--- src/rtl/hazard_flush_controller_if.sv ---
// Pipeline-side signal bundle for the hazard/flush controller.
// The controller takes the slave modport; the pipeline (or bench) takes master.
interface hazard_flush_controller_if #(
  parameter int unsigned CNT_W = 32
);
  logic [4:0]       ID_Rs;
  logic [4:0]       ID_Rt;
  logic             ID_UsesRs;
  logic             ID_UsesRt;
  logic             ID_Jump;
  logic [4:0]       EX_Rs;
  logic [4:0]       EX_Rt;
  logic             EX_MemRead;
  logic [4:0]       EX_WriteReg;
  logic             EX_Jr;
  logic             M_RegWrite;
  logic [4:0]       M_WriteReg;
  logic             M_PCSrc;
  logic             WB_RegWrite;
  logic [4:0]       WB_WriteReg;
  logic             PCWrite;
  logic             IFID_Write;
  logic             IFID_Flush;
  logic             IDEX_Flush;
  logic             EXMEM_Flush;
  logic [1:0]       ForwardA;
  logic [1:0]       ForwardB;
  logic [CNT_W-1:0] StallCount;
  logic [CNT_W-1:0] FlushCount;

  modport slave (
    input  ID_Rs, ID_Rt, ID_UsesRs, ID_UsesRt, ID_Jump,
    input  EX_Rs, EX_Rt, EX_MemRead, EX_WriteReg, EX_Jr,
    input  M_RegWrite, M_WriteReg, M_PCSrc, WB_RegWrite, WB_WriteReg,
    output PCWrite, IFID_Write, IFID_Flush, IDEX_Flush, EXMEM_Flush,
    output ForwardA, ForwardB, StallCount, FlushCount
  );

  modport master (
    output ID_Rs, ID_Rt, ID_UsesRs, ID_UsesRt, ID_Jump,
    output EX_Rs, EX_Rt, EX_MemRead, EX_WriteReg, EX_Jr,
    output M_RegWrite, M_WriteReg, M_PCSrc, WB_RegWrite, WB_WriteReg,
    input  PCWrite, IFID_Write, IFID_Flush, IDEX_Flush, EXMEM_Flush,
    input  ForwardA, ForwardB, StallCount, FlushCount
  );
endinterface

--- src/rtl/hazard_flush_controller.sv ---
// Load-use stall, control-flow flush and EX forwarding control for the
// 5-stage MIPS pipeline, with saturating stall/flush event counters.
module hazard_flush_controller #(
  parameter int unsigned LOAD_USE_CYCLES = 1,
  parameter int unsigned CNT_W           = 32
) (
  input  logic                        Clk,
  input  logic                        Reset,
  hazard_flush_controller_if.slave    bus
);

  typedef enum logic {RUN, STALL} state_t;

  localparam logic [3:0] RELOAD = 4'(LOAD_USE_CYCLES - 1);

  state_t           state, state_nxt;
  logic [3:0]       cnt, cnt_nxt;
  logic             lu;
  logic             pc_write, ifid_write, ifid_flush, idex_flush, exmem_flush;
  logic [1:0]       fwd_a, fwd_b;
  logic [CNT_W-1:0] stall_count, flush_count;

  assign lu = bus.EX_MemRead && (bus.EX_WriteReg != 5'd0) &&
              ((bus.ID_UsesRs && (bus.ID_Rs == bus.EX_WriteReg)) ||
               (bus.ID_UsesRt && (bus.ID_Rt == bus.EX_WriteReg)));

  always_ff @(posedge Clk) begin
    if (Reset) begin
      state <= RUN;
      cnt   <= '0;
    end else begin
      state <= state_nxt;
      cnt   <= cnt_nxt;
    end
  end

  always_comb begin
    state_nxt   = state;
    cnt_nxt     = cnt;
    pc_write    = 1'b1;
    ifid_write  = 1'b1;
    ifid_flush  = 1'b0;
    idex_flush  = 1'b0;
    exmem_flush = 1'b0;
    if (Reset) begin
      pc_write    = 1'b0;
      ifid_write  = 1'b0;
      ifid_flush  = 1'b1;
      idex_flush  = 1'b1;
      exmem_flush = 1'b1;
      state_nxt   = RUN;
      cnt_nxt     = '0;
    end else if (bus.M_PCSrc) begin
      ifid_flush  = 1'b1;
      idex_flush  = 1'b1;
      exmem_flush = 1'b1;
      state_nxt   = RUN;
      cnt_nxt     = '0;
    end else if (bus.EX_Jr) begin
      ifid_flush  = 1'b1;
      idex_flush  = 1'b1;
      state_nxt   = RUN;
      cnt_nxt     = '0;
    end else if ((state == STALL) || lu) begin
      // A pending ID_Jump is deliberately dropped here; ID holds it and it re-decodes after the stall.
      pc_write   = 1'b0;
      ifid_write = 1'b0;
      idex_flush = 1'b1;
      if (state == RUN) begin
        if (LOAD_USE_CYCLES > 1) begin
          state_nxt = STALL;
          cnt_nxt   = RELOAD;
        end
      end else if (cnt == 4'd1) begin
        if (lu) begin
          cnt_nxt = RELOAD;
        end else begin
          state_nxt = RUN;
          cnt_nxt   = '0;
        end
      end else begin
        cnt_nxt = cnt - 4'd1;
      end
    end else if (bus.ID_Jump) begin
      ifid_flush = 1'b1;
    end
  end

  always_comb begin
    fwd_a = 2'b00;
    fwd_b = 2'b00;
    if (!Reset) begin
      if (bus.M_RegWrite && (bus.M_WriteReg != 5'd0) && (bus.M_WriteReg == bus.EX_Rs))
        fwd_a = 2'b10;
      else if (bus.WB_RegWrite && (bus.WB_WriteReg != 5'd0) && (bus.WB_WriteReg == bus.EX_Rs))
        fwd_a = 2'b01;
      if (bus.M_RegWrite && (bus.M_WriteReg != 5'd0) && (bus.M_WriteReg == bus.EX_Rt))
        fwd_b = 2'b10;
      else if (bus.WB_RegWrite && (bus.WB_WriteReg != 5'd0) && (bus.WB_WriteReg == bus.EX_Rt))
        fwd_b = 2'b01;
    end
  end

  always_ff @(posedge Clk) begin
    if (Reset) begin
      stall_count <= '0;
      flush_count <= '0;
    end else begin
      if (!pc_write && (stall_count != '1))
        stall_count <= stall_count + 1'b1;
      if ((ifid_flush || idex_flush || exmem_flush) && (flush_count != '1))
        flush_count <= flush_count + 1'b1;
    end
  end

  assign bus.PCWrite     = pc_write;
  assign bus.IFID_Write  = ifid_write;
  assign bus.IFID_Flush  = ifid_flush;
  assign bus.IDEX_Flush  = idex_flush;
  assign bus.EXMEM_Flush = exmem_flush;
  assign bus.ForwardA    = fwd_a;
  assign bus.ForwardB    = fwd_b;
  assign bus.StallCount  = stall_count;
  assign bus.FlushCount  = flush_count;

endmodule

--- src/flat_wrapper.sv ---
// flat-port wrapper written by rule: the top's interface ports become plain ports
module hazard_flush_controller_flat 
#(
  parameter int unsigned LOAD_USE_CYCLES = 1,
  parameter int unsigned CNT_W           = 32
)
  (Clk, Reset, bus_ID_Rs, bus_ID_Rt, bus_ID_UsesRs, bus_ID_UsesRt, bus_ID_Jump, bus_EX_Rs, bus_EX_Rt, bus_EX_MemRead, bus_EX_WriteReg, bus_EX_Jr, bus_M_RegWrite, bus_M_WriteReg, bus_M_PCSrc, bus_WB_RegWrite, bus_WB_WriteReg, bus_PCWrite, bus_IFID_Write, bus_IFID_Flush, bus_IDEX_Flush, bus_EXMEM_Flush, bus_ForwardA, bus_ForwardB, bus_StallCount, bus_FlushCount);
  hazard_flush_controller_if #(.CNT_W(CNT_W)) bus_i ();
  input  logic Clk;
  input  logic Reset;
  input wire logic [$bits(bus_i.ID_Rs)-1:0] bus_ID_Rs;
  input wire logic [$bits(bus_i.ID_Rt)-1:0] bus_ID_Rt;
  input wire logic [$bits(bus_i.ID_UsesRs)-1:0] bus_ID_UsesRs;
  input wire logic [$bits(bus_i.ID_UsesRt)-1:0] bus_ID_UsesRt;
  input wire logic [$bits(bus_i.ID_Jump)-1:0] bus_ID_Jump;
  input wire logic [$bits(bus_i.EX_Rs)-1:0] bus_EX_Rs;
  input wire logic [$bits(bus_i.EX_Rt)-1:0] bus_EX_Rt;
  input wire logic [$bits(bus_i.EX_MemRead)-1:0] bus_EX_MemRead;
  input wire logic [$bits(bus_i.EX_WriteReg)-1:0] bus_EX_WriteReg;
  input wire logic [$bits(bus_i.EX_Jr)-1:0] bus_EX_Jr;
  input wire logic [$bits(bus_i.M_RegWrite)-1:0] bus_M_RegWrite;
  input wire logic [$bits(bus_i.M_WriteReg)-1:0] bus_M_WriteReg;
  input wire logic [$bits(bus_i.M_PCSrc)-1:0] bus_M_PCSrc;
  input wire logic [$bits(bus_i.WB_RegWrite)-1:0] bus_WB_RegWrite;
  input wire logic [$bits(bus_i.WB_WriteReg)-1:0] bus_WB_WriteReg;
  output wire logic [$bits(bus_i.PCWrite)-1:0] bus_PCWrite;
  output wire logic [$bits(bus_i.IFID_Write)-1:0] bus_IFID_Write;
  output wire logic [$bits(bus_i.IFID_Flush)-1:0] bus_IFID_Flush;
  output wire logic [$bits(bus_i.IDEX_Flush)-1:0] bus_IDEX_Flush;
  output wire logic [$bits(bus_i.EXMEM_Flush)-1:0] bus_EXMEM_Flush;
  output wire logic [$bits(bus_i.ForwardA)-1:0] bus_ForwardA;
  output wire logic [$bits(bus_i.ForwardB)-1:0] bus_ForwardB;
  output wire logic [$bits(bus_i.StallCount)-1:0] bus_StallCount;
  output wire logic [$bits(bus_i.FlushCount)-1:0] bus_FlushCount;
  assign bus_i.ID_Rs = bus_ID_Rs;
  assign bus_i.ID_Rt = bus_ID_Rt;
  assign bus_i.ID_UsesRs = bus_ID_UsesRs;
  assign bus_i.ID_UsesRt = bus_ID_UsesRt;
  assign bus_i.ID_Jump = bus_ID_Jump;
  assign bus_i.EX_Rs = bus_EX_Rs;
  assign bus_i.EX_Rt = bus_EX_Rt;
  assign bus_i.EX_MemRead = bus_EX_MemRead;
  assign bus_i.EX_WriteReg = bus_EX_WriteReg;
  assign bus_i.EX_Jr = bus_EX_Jr;
  assign bus_i.M_RegWrite = bus_M_RegWrite;
  assign bus_i.M_WriteReg = bus_M_WriteReg;
  assign bus_i.M_PCSrc = bus_M_PCSrc;
  assign bus_i.WB_RegWrite = bus_WB_RegWrite;
  assign bus_i.WB_WriteReg = bus_WB_WriteReg;
  assign bus_PCWrite = bus_i.PCWrite;
  assign bus_IFID_Write = bus_i.IFID_Write;
  assign bus_IFID_Flush = bus_i.IFID_Flush;
  assign bus_IDEX_Flush = bus_i.IDEX_Flush;
  assign bus_EXMEM_Flush = bus_i.EXMEM_Flush;
  assign bus_ForwardA = bus_i.ForwardA;
  assign bus_ForwardB = bus_i.ForwardB;
  assign bus_StallCount = bus_i.StallCount;
  assign bus_FlushCount = bus_i.FlushCount;
  hazard_flush_controller #(.LOAD_USE_CYCLES(LOAD_USE_CYCLES), .CNT_W(CNT_W)) u_core (.Clk(Clk), .Reset(Reset), .bus(bus_i));
endmodule
--- config.mk ---
export PLATFORM = sky130hd
export DESIGN_NAME = hazard_flush_controller_flat
export DESIGN_NICKNAME = d
export VERILOG_FILES = /design/src/rtl/hazard_flush_controller_if.sv /design/src/rtl/hazard_flush_controller.sv /design/src/flat_wrapper.sv
export SDC_FILE = /design/constraint.sdc
export NUM_CORES = 1
export LEC_CHECK = 0
export BUFFER_PORTS_ARGS = -buffer_cell sky130_fd_sc_hd__buf_2
export CAP_MARGIN = 20
export CORE_MARGIN = 4
export CORE_UTILIZATION = 31
export CTS_BUF_LIST = sky130_fd_sc_hd__clkbuf_16
export CTS_CLUSTER_DIAMETER = 150
export DETAILED_ROUTE_END_ITERATION = 6
export GPL_ROUTABILITY_DRIVEN = 1
export PLACE_DENSITY = 0.55
export SLEW_MARGIN = 20
export SYNTH_ARGS = -nofsm -noshare
export SYNTH_HDL_FRONTEND = slang
export SYNTH_SLANG_ARGS = --single-unit
--- constraint.sdc ---
create_clock -name Clk -period 2.4 [get_ports Clk]
set_clock_uncertainty 0.05 [all_clocks]
set_input_delay 0.12 -clock Clk [delete_from_list [all_inputs] [get_ports Clk]]
set_output_delay 0.12 -clock Clk [all_outputs]
set_load 0.01 [all_outputs]
[Word level (Yosys, flattened, before mapping)]
Cells that the tools add are included.
Storage, ports and cells
  register bits: 69
  bits of input ports: 45
Cells by class
  add/subtract/negate cells: 3
  equality and inequality tests: 9
  multiplexer cells: 25
  reductions and logical operators: 22
Operator list (number)
  $add A32 B1 Y32 const B: 2
  $ne A32 B32 Y1 const B: 2
  $eq A5 B5 Y1: 6
  $mux W1: 20
  $reduce_bool A5 Y1: 3
  $logic_and A1 B1 Y1: 12
  $mux W2: 4
  $eq A4 B1 Y1 const B: 1
  $logic_or A1 B1 Y1: 4
  $mux W4: 1
  $sub A4 B1 Y4 const B: 1
  $reduce_or A3 Y1: 1
  $reduce_and A2 Y1: 1
  $logic_not A1 Y1: 1

[Logic depth before layout (Yosys ltp)]
  depth in word-level cells: 12
  mapped depth: 9
  depth with buffers taken out: 7

[Worst setup path before layout]
No wires, ideal clock.
  path type: register to register
  from: reg u_core.flush_count[15], in the netlist u_core.bus.FlushCount[15]
  to: reg u_core.flush_count[11], in the netlist u_core.bus.FlushCount[11]
  setup time: 121 ps
  data arrival time: 1968 ps
  slack: 262 ps
  stages on the path, launching flop included: 9
  path buffers: 2
  clock period less this slack: 2138 ps
  cells stage by stage: dfxtp_1 -> and4_1 -> clkbuf_1 -> and3_1 -> nand4_1 -> nor3_2 -> buf_2 -> nor4_1 -> mux2_2
Between the ends
  longest elaborated chain between the ends: 2
RTL lines
  start, declared: RTL line hazard_flush_controller.sv:21  | logic [CNT_W-1:0] stall_count, flush_count;
  start signal, assigned: RTL line hazard_flush_controller.sv:112  | flush_count <= flush_count + 1'b1;
  $ne A32 B32 Y1: RTL line hazard_flush_controller.sv:111  | if ((ifid_flush || idex_flush || exmem_flush) && (flush_count != '1))
  $logic_and A1 B1 Y1: RTL line hazard_flush_controller.sv:111
Every way passes these cells.
A chain may end at the register's enable or synchronous reset.

[Worst setup path after layout]
  from: reg u_core.flush_count[5], in the netlist u_core.bus.FlushCount[5]
  to: reg u_core.flush_count[30], in the netlist u_core.bus.FlushCount[30]
Between the ends
  longest elaborated chain between the ends: 2
  elaborated cells between the ends (all ways): 3
RTL lines
  branches (longest 2 deep; another with $add A32 B1 Y32)
Parallel ways; which one is timed is not known.

==> results by group <==
Worst hold path
  • WHS Path Cells: 3
  • Hold Crit Start: bus_EX_Jr
  • Min-Delay Path Class: primary input to flip-flop
  • Worst hold endpoint: u_core.cnt[0]

Worst setup path
  • CP endpoint kind: flip-flop
  • Flop2flop setup slack: approximately 250 ps
  • Slowest Stage Delay on Critical Path: about 480 ps
  • Slowest stage cell, crit path: or4_1
  • Max FO, Critical Path: 8
  • Worst R2R Path Depth: 5
  • Setup CP Type: flip-flop to flip-flop
  • Critical Path AT: about 2400 ps
  • Worst Setup Start Kind: flip-flop
  • Reg-to-reg endpoint: u_core.bus.FlushCount[30]
  • Crit-path cells: and4_1 > and3_1 > nand4_1 > or4_1 > a21oi_1
  • Reg-to-reg startpoint: u_core.bus.FlushCount[5]
  • Critical Path RT: roughly 2600 ps

Die
  • Initial core utilization: 0.3155
  • Placeable Area: about 13000 um^2
  • FP Rows: 42
  • Die height: approximately 120 um
  • DIE WIDTH: 123.9 um
  • Full die area: between 15000 and 20000 um^2
  • I/O pin cnt: between 100 and 150

Clock tree
  • Hold_buf cts: 0
  • Clock Path Buffers: 2
  • Clock transition at path regs: roughly 60 ps
  • CTS H-tree depth: 3
  • Root buf cell: clkbuf_16
  • Clk_lat worst skew: ~340 ps
  • CTS tree: built
  • Post-CTS setup buffers: 0
  • CTS resizes: 0
  • TritonCTS Sinks: 69
  • CTS buffer count: 9

STA
  • RSZ-0062 raised after global routing: no
  • Slew @ Worst Pin: between 500 and 600 ps
  • Hold violation count in the final report: 0
  • Post-Route Setup TNS: 0 ps
  • Count of pins over their slew limit: 0
  • Setup violations, final: 0
  • Fmax: 465.1 MHz
  • Final min period: 2150 ps
  • Worst slew margin: 0.6200
  • Final period util: 0.8959

Synth
  • Number of synthesized flops with an enable pin: 0
  • Post-synthesis average cell area: 8.273 um^2
  • Yosys top cell area share: 0.3319
  • Yosys reg bits: between 60 and 70
  • Sequential fraction of the synthesis area: 0.3319
  • Synth Cell Area: about 4200 um^2
  • Largest area contributor in the netlist: dfxtp_1
  • Synth cell count leaders: 69 x dfxtp_1, 50 x a21oi_1, 39 x or4_1, 36 x o31ai_1, 29 x nand3_1
  • Syn_nets: around 550
  • Distinct cells, synth: 43
  • Top_reg_cell synth: dfxtp_1
  • Largest cells by area after synthesis: dfxtp_1 33%, or4_1 7.0%, o31ai_1 6.5%, a21oi_1 6.0%, mux2_2 4.3%
  • Count leader, synth: dfxtp_1
  • Cells after Synth: just over 500
  • Post-synth ARST share: 0
  • Syn. warnings: 0

Placed design
  • Buffers added on ports: around 120
  • Final Wtd Congestion: roughly 0.79
  • Dpl hpwl: approximately 8500 um

GRT
  • Initial antenna violation count: 0
  • Largest net degree at the start of global routing: between 50 and 60
  • Global Route Usage Sum: 0.1563
  • GR Overflow Total: 0
  • First-pass GRT wire length: between 15000 and 20000 um
  • Number of global-route vias before repair: 4083

Power
  • Leak: 2.037 nW
  • VDD IR max: 0.3025 mV
  • PD cells: 501.7 nW/um^2
  • Overall Power: 2.676 mW

Route
  • Vias per cell: between 5 and 6
  • Initial DRC Count: 210
  • DRC viols: 0
  • Post-detailed-route count of antenna-violating nets: 0
  • Met2 routed WL: 5675 um
  • Met3 WL post-DR: between 700 and 800 um
  • Top sig layer: met4
  • Routed via count: 4322
  • Wirelength per Cell: between 10 and 15 um
  • Final WL: ~12000 um
  • Wl on met1: about 5200 um
  • First-pass detailed-route iteration total: 5

Final layout
  • Register area: 1381 um^2
  • Layout overhead on the synthesized area: 28.17%
  • Fillers: about 1400
  • Multi-input gate area: ~2600 um^2
  • Antenna Cells: 0
  • Ratio of cells with drive above 1 in the final layout: 0.2855
  • Layout Nets: 671

Job
  • Max_cap viols: 0

Outcome
  • Status: finished clean
==> routing by layer <==
metal,up-vias,GRT usage
met3,14,0.04360
li1,2171,-
met1,2037,0.1906
met2,100,0.2643
met4,0,0.05329
met5,-,0
==> worst max-delay path, delay by kind of cell, from the launching register on <==
kind / cells / cell delay (ps)
AO/OA/AOI/OAI: 1 / 160
flip-flops: 1 / 400
AND/OR/NAND/NOR: 4 / 1460
==> how the worst max path moves through the flow <==
stage / start / end / cells after the start
floorplan: u_core.bus.FlushCount[15] / u_core.bus.FlushCount[11] / 8
global placement: bus_EX_WriteReg[0] / u_core.bus.FlushCount[5] / 8
detailed placement: bus_EX_WriteReg[0] / u_core.bus.FlushCount[7] / 8
CTS: u_core.bus.FlushCount[5] / u_core.bus.FlushCount[30] / 5
global route: u_core.bus.FlushCount[6] / u_core.bus.FlushCount[30] / 5
finish: u_core.bus.FlushCount[5] / u_core.bus.FlushCount[30] / 5
==> area by class of cell <==
type,count,area share
repair buffers,140,0.1515
flip-flops and latches,69,0.2590
clock buffers,9,0.04222
inverters,4,0.002815
well taps,176,0.04129
clock inverters,7,0.01103
multi-input cells,398,0.4921
==> placed cells by master (no fill, tap or decap), types with 11 or more instances in the layout <==
cell     count
and3_1      12
nor4_1      11
buf_2      117
xnor2_1     20
o21ai_0     15
and4_1      11
nand4_1     20
nor2b_1     16
or3_1       13
mux2_2      16
nand3_1     29
a21oi_1     50
buf_4       19
or4_1       39
nand2_1     25
dfxtp_1     69
nor2_1      28
o31ai_1     36
==> where the power goes <==
part | leakage, nW | total [mW] | switching, mW | internal (mW)
Clock | 0.145 | 1.30 | 0.514 | 0.789
Sequential | 0.556 | 1.16 | 0.00811 | 1.15
Combinational | 1.34 | 0.213 | 0.119 | 0.0942
==> flip-flops by register name, indices dropped and copies added (netlist names) <==
name / cells
u_core.bus.FlushCount: 32
u_core.bus.StallCount: 32
u_core.cnt: 4
u_core.state: 1
==> metrics by stage <==
step	cell area [um^2]	setup slack (ps)	utilization	hold slack, ps	instances
after floorplan	4161	261.6	-	294.4	503
after global placement	5050	82.17	0.3829	437.7	787
after detailed placement	5050	78.28	0.3829	436.8	787
after CTS	5334	222.5	0.4044	216.5	803
after global routing	5334	85.46	0.4044	247.3	803
final	5334	249.8	0.4044	219.4	803
==> logic make-up after synthesis <==
| family | Yosys count | share of synthesized area |
|---|---|---|
| xor+xnor | 30 | 0.06314 |
| buf+inv | 36 | 0.03938 |
| fa+ha+maj | 4 | 0.01203 |
| compound gates | 115 | 0.1780 |
| mux | 16 | 0.04329 |
| flops | 69 | 0.3319 |
| simple gates | 233 | 0.3322 |
Power figures use the tool's default switching activity.
